==> src/rtl/pipe_gap_gen_pkg.sv <==
// Shared definitions for the pipe-gap generator: FSM states, LFSR taps and the
// level-to-position mapping.
package pipe_gap_gen_pkg;

  typedef enum logic [1:0] {StIdle, StRun, StDone} state_e;

  localparam logic [15:0] LfsrTaps = 16'hB400;

  // Right-shifting Galois step; a non-zero state never maps to zero.
  function automatic logic [15:0] lfsr_step(logic [15:0] s);
    return {1'b0, s[15:1]} ^ (s[0] ? LfsrTaps : 16'h0000);
  endfunction

  function automatic int unsigned level_to_gap(int unsigned gap_min, int unsigned gap_step,
                                               int unsigned lvl);
    return gap_min + lvl * gap_step;
  endfunction

endpackage

==> src/rtl/pipe_gap_gen_lfsr.sv <==
// 16-bit Galois LFSR with tick enable, seed load and a guard that substitutes
// the fixed seed whenever the next value would be zero.
module gap_lfsr
  import pipe_gap_gen_pkg::*;
#(
  parameter logic [15:0] LFSR_SEED = 16'hACE1
) (
  input  logic        clk_i,
  input  logic        rst_i,
  input  logic        tick_i,
  input  logic        load_i,
  input  logic [15:0] seed_i,
  output logic [15:0] lfsr_o
);

  logic [15:0] lfsr_q, lfsr_d, cand;

  always_comb begin
    cand   = load_i ? seed_i : lfsr_step(lfsr_q);
    lfsr_d = lfsr_q;
    if (tick_i) begin
      lfsr_d = (cand == 16'h0000) ? LFSR_SEED : cand;
    end
  end

  always_ff @(posedge clk_i or posedge rst_i) begin
    if (rst_i) begin
      lfsr_q <= LFSR_SEED;
    end else begin
      lfsr_q <= lfsr_d;
    end
  end

  assign lfsr_o = lfsr_q;

endmodule

==> src/rtl/pipe_gap_gen.sv <==
// Pipe-gap generator: queues pipe wraps, serves the lowest pending pipe once per
// tick with a slew-limited random gap level, and ends the game with END_GAP.
module pipe_gap_gen
  import pipe_gap_gen_pkg::*;
#(
  parameter int unsigned   NUM_PIPES  = 2,
  parameter int unsigned   GAP_W      = 16,
  parameter int unsigned   GAP_MIN    = 40,
  parameter int unsigned   GAP_STEP   = 20,
  parameter int unsigned   GAP_LEVELS = 7,
  parameter int unsigned   MAX_DELTA  = 3,
  parameter int unsigned   SEQ_LEN    = 50,
  parameter int unsigned   END_GAP    = 395,
  parameter logic [15:0]   LFSR_SEED  = 16'hACE1
) (
  input  logic                         clk_i,
  input  logic                         rst_i,
  input  logic                         tick_i,
  input  logic                         button_n_i,
  input  logic [NUM_PIPES-1:0]         pipe_wrap_i,
  output logic [NUM_PIPES*GAP_W-1:0]   gap_o,
  output logic [NUM_PIPES-1:0]         gap_valid_o,
  output logic [7:0]                   issued_o,
  output logic                         running_o,
  output logic                         done_o
);

  localparam logic [GAP_W-1:0] GapInit = GAP_W'(level_to_gap(GAP_MIN, GAP_STEP, GAP_LEVELS / 2));

  state_e                              state_q, state_d;
  logic [NUM_PIPES-1:0]                pending_q, pending_d;
  logic [2:0]                          prev_level_q, prev_level_d;
  logic [7:0]                          issued_q, issued_d;
  logic [NUM_PIPES-1:0][GAP_W-1:0]     gap_q, gap_d;
  logic [NUM_PIPES-1:0]                gap_valid_q, gap_valid_d;

  logic [15:0]          lfsr;
  logic                 lfsr_load;
  logic [15:0]          seed;
  logic [NUM_PIPES-1:0] serve_oh;
  logic [GAP_W-1:0]     new_gap;
  int unsigned          raw_lvl, prev_lvl, lo_lvl, hi_lvl, new_lvl;

  gap_lfsr #(
    .LFSR_SEED (LFSR_SEED)
  ) u_lfsr (
    .clk_i  (clk_i),
    .rst_i  (rst_i),
    .tick_i (tick_i),
    .load_i (lfsr_load),
    .seed_i (seed),
    .lfsr_o (lfsr)
  );

  assign seed     = lfsr ^ {issued_q, 8'h5A};
  // Isolate the lowest set pending bit.
  assign serve_oh = pending_q & (~pending_q + NUM_PIPES'(1));

  always_comb begin
    raw_lvl = 32'(lfsr[2:0]);
    if (raw_lvl >= GAP_LEVELS) begin
      raw_lvl = raw_lvl - GAP_LEVELS;
    end
    prev_lvl = 32'(prev_level_q);
    lo_lvl   = (prev_lvl >= MAX_DELTA) ? prev_lvl - MAX_DELTA : 0;
    hi_lvl   = prev_lvl + MAX_DELTA;
    if (hi_lvl > GAP_LEVELS - 1) begin
      hi_lvl = GAP_LEVELS - 1;
    end
    if (raw_lvl < lo_lvl) begin
      new_lvl = lo_lvl;
    end else if (raw_lvl > hi_lvl) begin
      new_lvl = hi_lvl;
    end else begin
      new_lvl = raw_lvl;
    end
    new_gap = GAP_W'(level_to_gap(GAP_MIN, GAP_STEP, new_lvl));
  end

  always_comb begin
    state_d      = state_q;
    pending_d    = pending_q;
    prev_level_d = prev_level_q;
    issued_d     = issued_q;
    gap_d        = gap_q;
    gap_valid_d  = '0;
    lfsr_load    = 1'b0;

    if (tick_i) begin
      case (state_q)
        StIdle: begin
          if (!button_n_i) begin
            state_d   = StRun;
            lfsr_load = 1'b1;
          end
        end
        StRun: begin
          // A wrap on the pipe being served re-arms it after the clear.
          pending_d = (pending_q & ~serve_oh) | pipe_wrap_i;
          if (|pending_q) begin
            gap_valid_d = serve_oh;
            if (issued_q == 8'(SEQ_LEN - 1)) begin
              for (int k = 0; k < NUM_PIPES; k++) begin
                if (serve_oh[k]) gap_d[k] = GAP_W'(END_GAP);
              end
              issued_d  = 8'(SEQ_LEN);
              state_d   = StDone;
              pending_d = '0;
            end else begin
              for (int k = 0; k < NUM_PIPES; k++) begin
                if (serve_oh[k]) gap_d[k] = new_gap;
              end
              prev_level_d = 3'(new_lvl);
              issued_d     = issued_q + 8'd1;
            end
          end
        end
        StDone: ;
        default: state_d = StIdle;
      endcase
    end
  end

  always_ff @(posedge clk_i or posedge rst_i) begin
    if (rst_i) begin
      state_q      <= StIdle;
      pending_q    <= '0;
      prev_level_q <= 3'(GAP_LEVELS / 2);
      issued_q     <= '0;
      gap_q        <= {NUM_PIPES{GapInit}};
      gap_valid_q  <= '0;
    end else begin
      state_q      <= state_d;
      pending_q    <= pending_d;
      prev_level_q <= prev_level_d;
      issued_q     <= issued_d;
      gap_q        <= gap_d;
      gap_valid_q  <= gap_valid_d;
    end
  end

  assign gap_o       = gap_q;
  assign gap_valid_o = gap_valid_q;
  assign issued_o    = issued_q;
  assign running_o   = (state_q == StRun);
  assign done_o      = (state_q == StDone);

endmodule
==> config.mk <==
export PLATFORM = sky130hd
export DESIGN_NAME = pipe_gap_gen
export DESIGN_NICKNAME = d
export VERILOG_FILES = /design/src/rtl/pipe_gap_gen_pkg.sv /design/src/rtl/pipe_gap_gen_lfsr.sv /design/src/rtl/pipe_gap_gen.sv
export SDC_FILE = /design/constraint.sdc
export NUM_CORES = 1
export LEC_CHECK = 0
export BUFFER_PORTS_ARGS = -buffer_cell sky130_fd_sc_hd__clkbuf_2
export CAP_MARGIN = 20
export CORE_MARGIN = 4
export CORE_UTILIZATION = 30
export DETAILED_ROUTE_END_ITERATION = 6
export GPL_ROUTABILITY_DRIVEN = 0
export SETUP_SLACK_MARGIN = 0.2
export SLEW_MARGIN = 20
export SYNTH_ARGS = -nofsm -noshare
export SYNTH_HDL_FRONTEND = slang
export SYNTH_SLANG_ARGS = --single-unit
export TNS_END_PERCENT = 100
==> constraint.sdc <==
create_clock -name clk_i -period 8 [get_ports clk_i]
set_clock_uncertainty 0.15 [all_clocks]
set_input_delay 0.4 -clock clk_i [delete_from_list [all_inputs] [get_ports clk_i]]
set_output_delay 0.4 -clock clk_i [all_outputs]
set_load 0.05 [all_outputs]
Yosys cells after proc, flatten, opt, wreduce, memory -nomap -nowiden
Index checks and enable logic that the tools add are counted.
{ "op_classes": {"mul": 1, "n_lt_le_gt_ge": 5, "n_eq_ne": 6, "mux": 26, "reduce_logical": 9, "n_bitwise": 9, "shifts": 0, "div_mod_pow": 0, "n_addsub": 6} }
{ "op_table": {"columns": ["cell", "count"], "rows": [
  ["$mux W32", 5],
  ["$mux W16", 7],
  ["$gt A32 B32 Y1", 1],
  ["$lt A32 B32 Y1", 1],
  ["$mul A32 B3 Y14 const B", 1],
  ["$add A6 B16 Y16 const A", 1],
  ["$logic_not A16 Y1", 1],
  ["$mux W2", 8],
  ["$xor A15 B16 Y16", 1],
  ["$xor A16 B16 Y16", 1],
  ["$reduce_and A4 Y1", 3],
  ["$add A8 B1 Y8 const B", 1],
  ["$eq A8 B6 Y1 const B", 1],
  ["$mux W8", 1],
  ["$pmux W2 S3", 1],
  ["$reduce_and A5 Y1", 1],
  ["$add A3 B2 Y4 const B", 1],
  ["$and A2 B2 Y2", 2],
  ["$gt A4 B3 Y1 const B", 1],
  ["$mux W4", 1],
  ["$ne A2 B1 Y1 const B", 2],
  ["$not A2 Y2", 2],
  ["$sub A3 B2 Y4 const B", 1],
  ["$sub A3 B3 Y4 const B", 1],
  ["13 further kinds", 16]
]} }
{ "totals": {"reg_bits": 65, "latchBits": 0, "rom_bits": 0, "ram_bits": 0, "n_memories": 0, "out_inout_bits": 44} }

Logic depth before layout (Yosys ltp)
Gate-level depths: netlist of run 1.
{ "logic_depth": {"depth_word": 10, "ltp_mapped": 25, "ltp_nobuf": 25} }

By module
From an unflattened synthesis of run 1, not the netlist that was laid out.
{ "unflattened": {"hier_cells": 431, "hier_area_um2": 3985.1} }
{ "by_module_without_submodules": {"columns": ["mod", "n_inst", "area_per_inst_um2", "cells_per_inst", "seq_area_each_um2"], "rows": [
  ["pipe_gap_gen", 1, 2987.9, 329, 1186.1],
  ["gap_lfsr", 1, 997.2, 102, 410.4]
]} }

Worst setup path before layout of run 1
OpenSTA, ideal clock, no wires.
{ "synth_path": {"path_type": "reg-to-reg", "from": "register u_lfsr.lfsr_q[1] (netlist: u_lfsr.lfsr_o[1])", "to": "register gap_q (netlist bit gap_o[11])", "path_stages_with_launch": 24, "setup_time_ps": 135, "setup_slack_ps": 3100, "arrival_time_ps": 4615, "n_path_buf": 2, "cell_sequence": "dfrtp_1 -> ha_1 -> nand2_2 -> mux2_2 -> ha_1 -> o21ai_0 -> o2bb2ai_1 -> a31o_1 -> buf_6 -> nand2b_1 -> clkbuf_1 -> inv_1 -> ha_1 -> ha_1 -> inv_1 -> fa_1 -> nor2b_1 -> o21a_1 -> inv_1 -> ha_1 -> or3_1 -> o22ai_1 -> a211o_1 -> o21ai_0"} }
{ "synth_between": {"elab_chain_len": 9} }
{ "synth_rtl": {"columns": ["item", "line", "text"], "rows": [
  ["start: declaration", "pipe_gap_gen_lfsr.sv:16", "logic [15:0] lfsr_q, lfsr_d, cand;"],
  ["start signal: assignment", "pipe_gap_gen_lfsr.sv:30", "lfsr_q <= lfsr_d;"],
  ["$sub A3 B3 Y4 / $ge A3 B3 Y1 (equally long branches)", "pipe_gap_gen.sv:62, pipe_gap_gen.sv:61", null],
  ["$mux W32 (*)", "pipe_gap_gen.sv:61", "if (raw_lvl >= GAP_LEVELS) begin"],
  ["$gt A32 B32 Y1", "pipe_gap_gen.sv:72", "end else if (raw_lvl > hi_lvl) begin"],
  ["$mux W32", "pipe_gap_gen.sv:72", null],
  ["$mux W32 (*)", "pipe_gap_gen.sv:70", "if (raw_lvl < lo_lvl) begin"],
  ["$mul A32 B3 Y14 (*)", "pipe_gap_gen_pkg.sv:16", "return gap_min + lvl * gap_step;"],
  ["$add A6 B16 Y16 (*)", "pipe_gap_gen_pkg.sv:16", null],
  ["$mux W16 (*)", "pipe_gap_gen.sv:111", "if (serve_oh[k]) gap_d[k] = new_gap;"],
  ["$mux W32 (*)", "pipe_gap_gen.sv:102", "if (issued_q == 8'(SEQ_LEN - 1)) begin"],
  ["end signal: assignment", "pipe_gap_gen.sv:130", "gap_q <= {NUM_PIPES{GapInit}};"],
  ["end signal: assignment", "pipe_gap_gen.sv:137", "gap_q <= gap_d;"],
  ["end: declaration", "pipe_gap_gen.sv:34", "logic [NUM_PIPES-1:0][GAP_W-1:0] gap_q, gap_d;"]
]} }
Mark *: on every way between the ends. The rest lies on a longest branch, timed or not. The select of a mux whose other input is x is not followed.
A chain may end at the register's enable or synchronous reset.

Worst setup path in the final report of run 1
{ "layout_path": {"from": "register u_lfsr.lfsr_q[0] (netlist: u_lfsr.lfsr_o[0])", "to": "register gap_q (netlist bit gap_o[11])"} }
The elaborated chain is that of the path after synthesis.

==> results by group, run 1 <==
Run status
  • Status: completed

Routing
  • Routed WL: 9.29 mm
  • Vias: 3209
  • Vias per cell: 5.09
  • WL/cell: 14.7 um
  • Drt pass-1 iters: 5
  • DRC: 0
  • Post-DRT Antenna Nets: 0
  • DRT iter0 DRCs: 194

Clock tree
  • Post CTS Setup Buffer Count: 0
  • Clock-pin transition on the worst setup and hold timing paths: 0.06 ns
  • Worst-skew pair later-pin latency: 0.33 ns
  • CTS root buf: clkbuf_16
  • TritonCTS buffer count: 9
  • Max H-tree Level: 3
  • Clock sink total: 63
  • Post-CTS Hold Buffers: 0
  • CTS tree: yes
  • Longest Clk Path Bufs: 2
  • Post-CTS sizing: 0

Synthesis
  • Area leader, netlist: dfrtp_1
  • Ys async rst share: 1.00
  • YS warnings: 0
  • Synth top area cells: dfrtp_1 31%, dfstp_2 11%, ha_1 7.6%, nand2_1 5.8%, o21ai_0 4.2%
  • Yosys cell types: 61
  • Synthesized flop and latch total: 63
  • Post-synth top flop: dfrtp_1
  • Main combinational cell family by area after synthesis: compound AO/OA/AOI/OAI gates
  • Cells after Synth: 420
  • Post-Syn Area: 3800 um2
  • Synth Area in Simple Gates: 0.170
  • Compound-Gate Fraction of Synth Area: 0.190
  • Area share of fa/ha/maj cells after synthesis: 0.0809
  • Most frequent cell after synthesis: nand2_1
  • Sequential-to-total area share from yosys stat: 0.420
  • Synth Area in XOR/XNOR: 0.0599
  • Synth top cells by count: 59 x nand2_1, 47 x dfrtp_1, 32 x o21ai_0, 28 x nor2_1, 25 x a21oi_1
  • Mean Syn Cell Area: 9.05 um2
  • Synth top area share: 0.309
  • Syn_nets: 450
  • EDFF count, synth: 0
  • Multiplexer area fraction after synthesis: 0.0276

Job
  • Max Cap Viol: 0

Floorplanning
  • Initial Util: 0.311
  • Die height: 121 um
  • I/O Pins: 50
  • Die span in x: 121 um
  • Core area: 12200 um2
  • Die area: 14500 um2
  • Number of core rows: 40

Finish
  • Multi-input logic area: 2020 um2
  • Synthesis-to-layout area growth: 17.5%
  • Layout cells sized above 1: 0.206
  • Final core occ: 0.366
  • Register area: 1600 um2
  • Layout net count: 487
  • Fill cells: 1281
  • # diodes: 0

Timing
  • Final hold slack: 0.121 ns
  • Tightest Pin Transition: 0.813 ns
  • Endpoints failing hold: 0
  • Worst setup margin: 2.43 ns
  • Unrepaired setup endpoints after global routing: false
  • Worst slew margin: 0.457
  • Final period util: 0.696
  • Post-route setup TNS: 0 ns
  • Max Clock Freq: 0.179 GHz
  • Setup Viol. Count Final: 0
  • Final max-slew violation count: 0
  • Fin crit period: 5.57 ns

Critical path
  • WS Path Type: reg -> reg
  • CP Launch Point: u_lfsr.lfsr_o[0]$_DFFE_PP1P_
  • Critical path capture point type: flip-flop
  • CP required: 8.03 ns
  • Worst Path Arrival: 5.61 ns
  • Critical R2R Launch: u_lfsr.lfsr_o[0]$_DFFE_PP1P_
  • CP Max Fanout: 12
  • Crit path launch type: flip-flop

Global routing
  • First-pass GRT wire length: 15.9 mm
  • Gr usage total: 0.134
  • Gr ovfl total: 0
  • Initial antenna violation count: 0
  • Pin count of the biggest net entering global routing: 64
  • Vias in the first global route: 3244

Place
  • Port Buf Inserts: 49
  • Placed wire-length estimate: 6.58 mm
  • Worst slack at placement: 2.45 ns

Worst hold path
  • Min-delay worst type: in -> async
-- final cells by class --
type	count	share of cell area
Tap cell	168	0.0471
Sequential cell	63	0.357
Multi-Input combinational cell	311	0.452
Clock buffer	9	0.0504
Timing Repair Buffer	52	0.0599
Clock inverter	7	0.0165
Inverter	20	0.0168
-- path summary, 6_finish.rpt --
| kind | slack, ns | cells after the start | endpoint |
|---|---|---|---|
| min in group clk_i | 0.18 | 2 | pending_q[1]$_DFFE_PP0P_ |
| setup / recovery | 2.43 | 20 | gap_o[11]$_DFFE_PP0P_ |
| max in group asynchronous | 7.04 | 3 | u_lfsr.lfsr_o[1]$_DFFE_PP0P_ |
| setup reg to reg | 2.43 | 20 | gap_o[11]$_DFFE_PP0P_ |
| hold reg to reg | 0.33 | 2 | gap_o[18]$_DFFE_PP1P_ |
| hold / removal | 0.12 | 3 | state_q[1]$_DFFE_PP0P_ |
-- placed cells by master (no fill, tap or decap), drive strengths merged, types with 2 or more instances in the layout --
cell / count
a21boi: 2
o22ai: 2
a21oi: 25
or4: 2
a31oi: 4
o211ai: 2
a22oi: 3
mux2i: 6
o22a: 3
o21ai: 32
dfrtp: 47
a21o: 3
clkbuf: 58
mux2: 4
nor4: 7
xor2: 15
nor2b: 5
a32o: 2
o41ai: 4
nand3: 15
and2: 3
nor3: 4
and3: 2
o21a: 6
ha: 23
nand4: 3
a211oi: 6
inv: 20
dfstp: 16
clkinv: 5
o31ai: 7
nand2: 60
nand2b: 2
xnor2: 11
buf: 3
nor2: 28
-- registers in the layout, summed over array words and instances, names as in the netlist --
| signal | cells |
|---|---|
| issued_o | 8 |
| u_lfsr.lfsr_o | 16 |
| prev_level_q | 3 |
| state_q | 2 |
| pending_q | 2 |
| gap_valid_o | 2 |
| gap_o | 30 |
-- layer usage --
| layer | routed length, um | GRT usage | part of all wire |
|---|---|---|---|
| met5 | 0 | 0 | 0 |
| met4 | 94 | 0.0538 | 0.010 |
| met3 | 344 | 0.0215 | 0.037 |
| met2 | 4520 | 0.219 | 0.49 |
| met1 | 4340 | 0.176 | 0.47 |
-- critical path: stages (launching register included) --
cell and delay, ns:
dfstp_2 0.66, ha_1 0.22, nand2_2 0.09, mux2_2 0.31
ha_1 0.27, o21ai_0 0.16, o2bb2ai_1 0.13, a31o_1 0.30
and3b_1 0.22, a311oi_1 0.43, inv_1 0.10, ha_1 0.22
ha_1 0.20, inv_1 0.07, fa_1 0.50, o21bai_1 0.21
or2_2 0.34, or3_1 0.42, o22ai_1 0.20, a211o_1 0.14
o21ai_0 0.08
-- through the flow --
stage          cell area, um2  std cells
6_report                 4470        630
5_1_grt                  4470        630
4_1_cts                  4470        630
3_5_place_dp             4170        614
3_3_place_gp             4170        614
2_1_floorplan            3800        420
-- kinds of logic (layout without fill, tap and decap cells) --
logic type                 Yosys count  count (layout)
other                                1               1
muxes                               10              10
DFF                                 63              63
AOI/OAI and AO/OA                  111             111
adders and majority gates           24              24
xor gates and xnor gates            26              26
buffers and inverters               46              88
and+or+nand+nor                    139             139
Power of run 1 is left out: the tool's default activity adds up to more than one toggle a clock period on the data nets, which glitch-free logic cannot reach.
==> run 2, diff against run 1 <==
- clock period: 8 -> 5.17 ns (I/O delays scaled with it)
==> results by group, run 2 (synthesis gave the netlist of run 1 again) <==
Run status
  • Status: completed

Global routing
  • Initial antenna violation count: 0 (unchanged)
  • Gr usage total: 0.133 (-0.00110)
  • Gr ovfl total: 0 (unchanged)
  • First-pass GRT wire length: 15.8 mm (-0.87%)
  • Pin count of the biggest net entering global routing: 64 (unchanged)
  • Vias in the first global route: 3235 (-0.28%)

Job
  • Max Cap Viol: 0 (unchanged)

Floorplanning
  • Die area: 14500 um2 (unchanged)
  • Die span in x: 121 um (unchanged)
  • Initial Util: 0.311 (unchanged)
  • Die height: 121 um (unchanged)
  • I/O Pins: 50 (unchanged)
  • Core area: 12200 um2 (unchanged)
  • Number of core rows: 40 (unchanged)

Place
  • Port Buf Inserts: 49 (unchanged)
  • Placed insts: 621 (+1.1%)
  • Placed wire-length estimate: 6.39 mm (-2.8%)

Worst hold path
  • Min-delay worst type: in -> async

Finish
  • Post-route non-filler standard cell count: 665 (+5.6%)
  • Fill cells: 1213 (-5.3%)
  • Final core occ: 0.407 (+0.0417)
  • Multi-input logic area: 2280 um2 (+13%)
  • # diodes: 0 (unchanged)
  • Leading cell type in the layout, fill and taps excluded: nand2_1
  • Layout cells sized above 1: 0.334 (+0.128)
  • Register area: 1600 um2 (unchanged)
  • Max FFs per register: 30 (unchanged)
  • Layout net count: 522 (+7.2%)
  • Synthesis-to-layout area growth: 30.9%
  • Commonest non-fill, non-tap cells in the layout: 58 x nand2_1, 49 x clkbuf_2, 47 x dfrtp_1, 37 x buf_4, 29 x o21ai_0

Critical path
  • Crit path launch type: flip-flop
  • Critical path capture point type: flip-flop
  • Worst Path Arrival: 4.95 ns (-0.66 ns)
  • Crit path largest cell delay: 0.56 ns (-0.10 ns)
  • Crit path max-delay cell type: dfstp_2
  • Critical path's top delay family: adder cells
  • CP Max Fanout: 4 (-8)
  • Buf/Inv on CP: 5 (+3)
  • WS Path Type: reg -> reg
  • CP most frequent cell: ha_4
  • CP required: 5.21 ns (-2.82 ns)

Timing
  • Max Clock Freq: 0.203 GHz (+13%)
  • Final hold slack: 0.00132 ns (-0.119 ns)
  • Worst slew margin: 0.451 (-0.00578)
  • Fin crit period: 4.92 ns (-0.654 ns)
  • Endpoints failing hold: 0 (unchanged)
  • Final max-slew violation count: 0 (unchanged)
  • Setup Viol. Count Final: 0 (unchanged)
  • Post-route setup TNS: 0 ns (unchanged)
  • Unrepaired setup endpoints after global routing: true
  • Tightest Pin Transition: 0.822 ns (+0.00865 ns)
  • Final period util: 0.951 (+0.255)

Clock tree
  • Worst-skew pair later-pin latency: 0.33 ns (about the same)
  • CTS tree: yes
  • Post-CTS Hold Buffers: 0 (unchanged)
  • Max H-tree Level: 3 (unchanged)
  • Clock sink total: 63 (unchanged)
  • Clock-pin transition on the worst setup and hold timing paths: 0.05 ns (about the same)
  • Longest Clk Path Bufs: 2 (unchanged)
  • TritonCTS buffer count: 9 (unchanged)
  • CTS root buf: clkbuf_16

Routing
  • Drt pass-1 iters: 4 (-1)
  • Vias per cell: 4.99 (-2.0%)
  • Post-DRT Antenna Nets: 0 (unchanged)
  • DRC: 0 (unchanged)
  • DRT iter0 DRCs: 179 (-7.7%)
  • Vias: 3318 (+3.4%)
  • WL/cell: 15.0 um (+1.4%)
  • Routed WL: 9.94 mm (+7.0%)
run 2: changes by cell type in the layout (fill, tap and decap cells not counted), sizes merged:
cell,before,now
clkinvlp,1,0
clkbuf,58,64
bufinv,1,0
buf,3,38
clkinv,5,1
run 2: worst min-delay path, stage by stage:
cell	delay (ns)
clkbuf_2	0.09
inv_2	0.03
buf_4	0.62
run 2: layer usage:
metal,track usage,vias to the layer above,routed length (um)
met5,0,-,0
met4,0.0567,0,243
met3,0.0384,21,367
met2,0.216,73,4870
met1,0.164,1596,4460
li1,-,1628,-
run 2: final cells by class:
type	instances	share of cell area
Timing Repair Buffer	87	0.107
Clock inverter	1	0.00101
Sequential cell	63	0.321
Clock buffer	15	0.0538
Inverter	20	0.0156
Tap cell	168	0.0422
Multi-Input combinational cell	311	0.459
run 2: repair_timing:
| item | CTS | global route |
|---|---|---|
| endpoints found under the setup margin | 14 | 14 |
| setup buffers | 16 | 12 |
| gates resized for setup | 15 | 43 |
| pin swaps | 7 | 15 |
run 2: stage by stage:
stage | setup WS [ns] | area, um2
detailed placement | -0.0554 | 4220
finish | 0.252 | 4980
global placement | 0.0966 | 4220
CTS | 0.213 | 4690
global route | 0.0912 | 4980
floorplan | 0.270 | 3800
run 2: path summary, 6_finish.rpt:
path | from | end | slack [ns] | cells after the start
min | rst_i | pending_q[1]$_DFFE_PP0P_ | 0.001 | 3
max | prev_level_q[0]$_DFFE_PP1P_ | gap_o[14]$_DFFE_PP0P_ | 0.25 | 25
max in group asynchronous | rst_i | u_lfsr.lfsr_o[14]$_DFFE_PP0P_ | 4.35 | 3
min in group clk_i | pipe_wrap_i[0] | pending_q[0]$_DFFE_PP0P_ | 0.02 | 3
max reg2reg | prev_level_q[0]$_DFFE_PP1P_ | gap_o[14]$_DFFE_PP0P_ | 0.25 | 25
min reg2reg | gap_o[22]$_DFFE_PP1P_ | gap_o[22]$_DFFE_PP1P_ | 0.32 | 2
Power of run 2 is left out for the same reason.
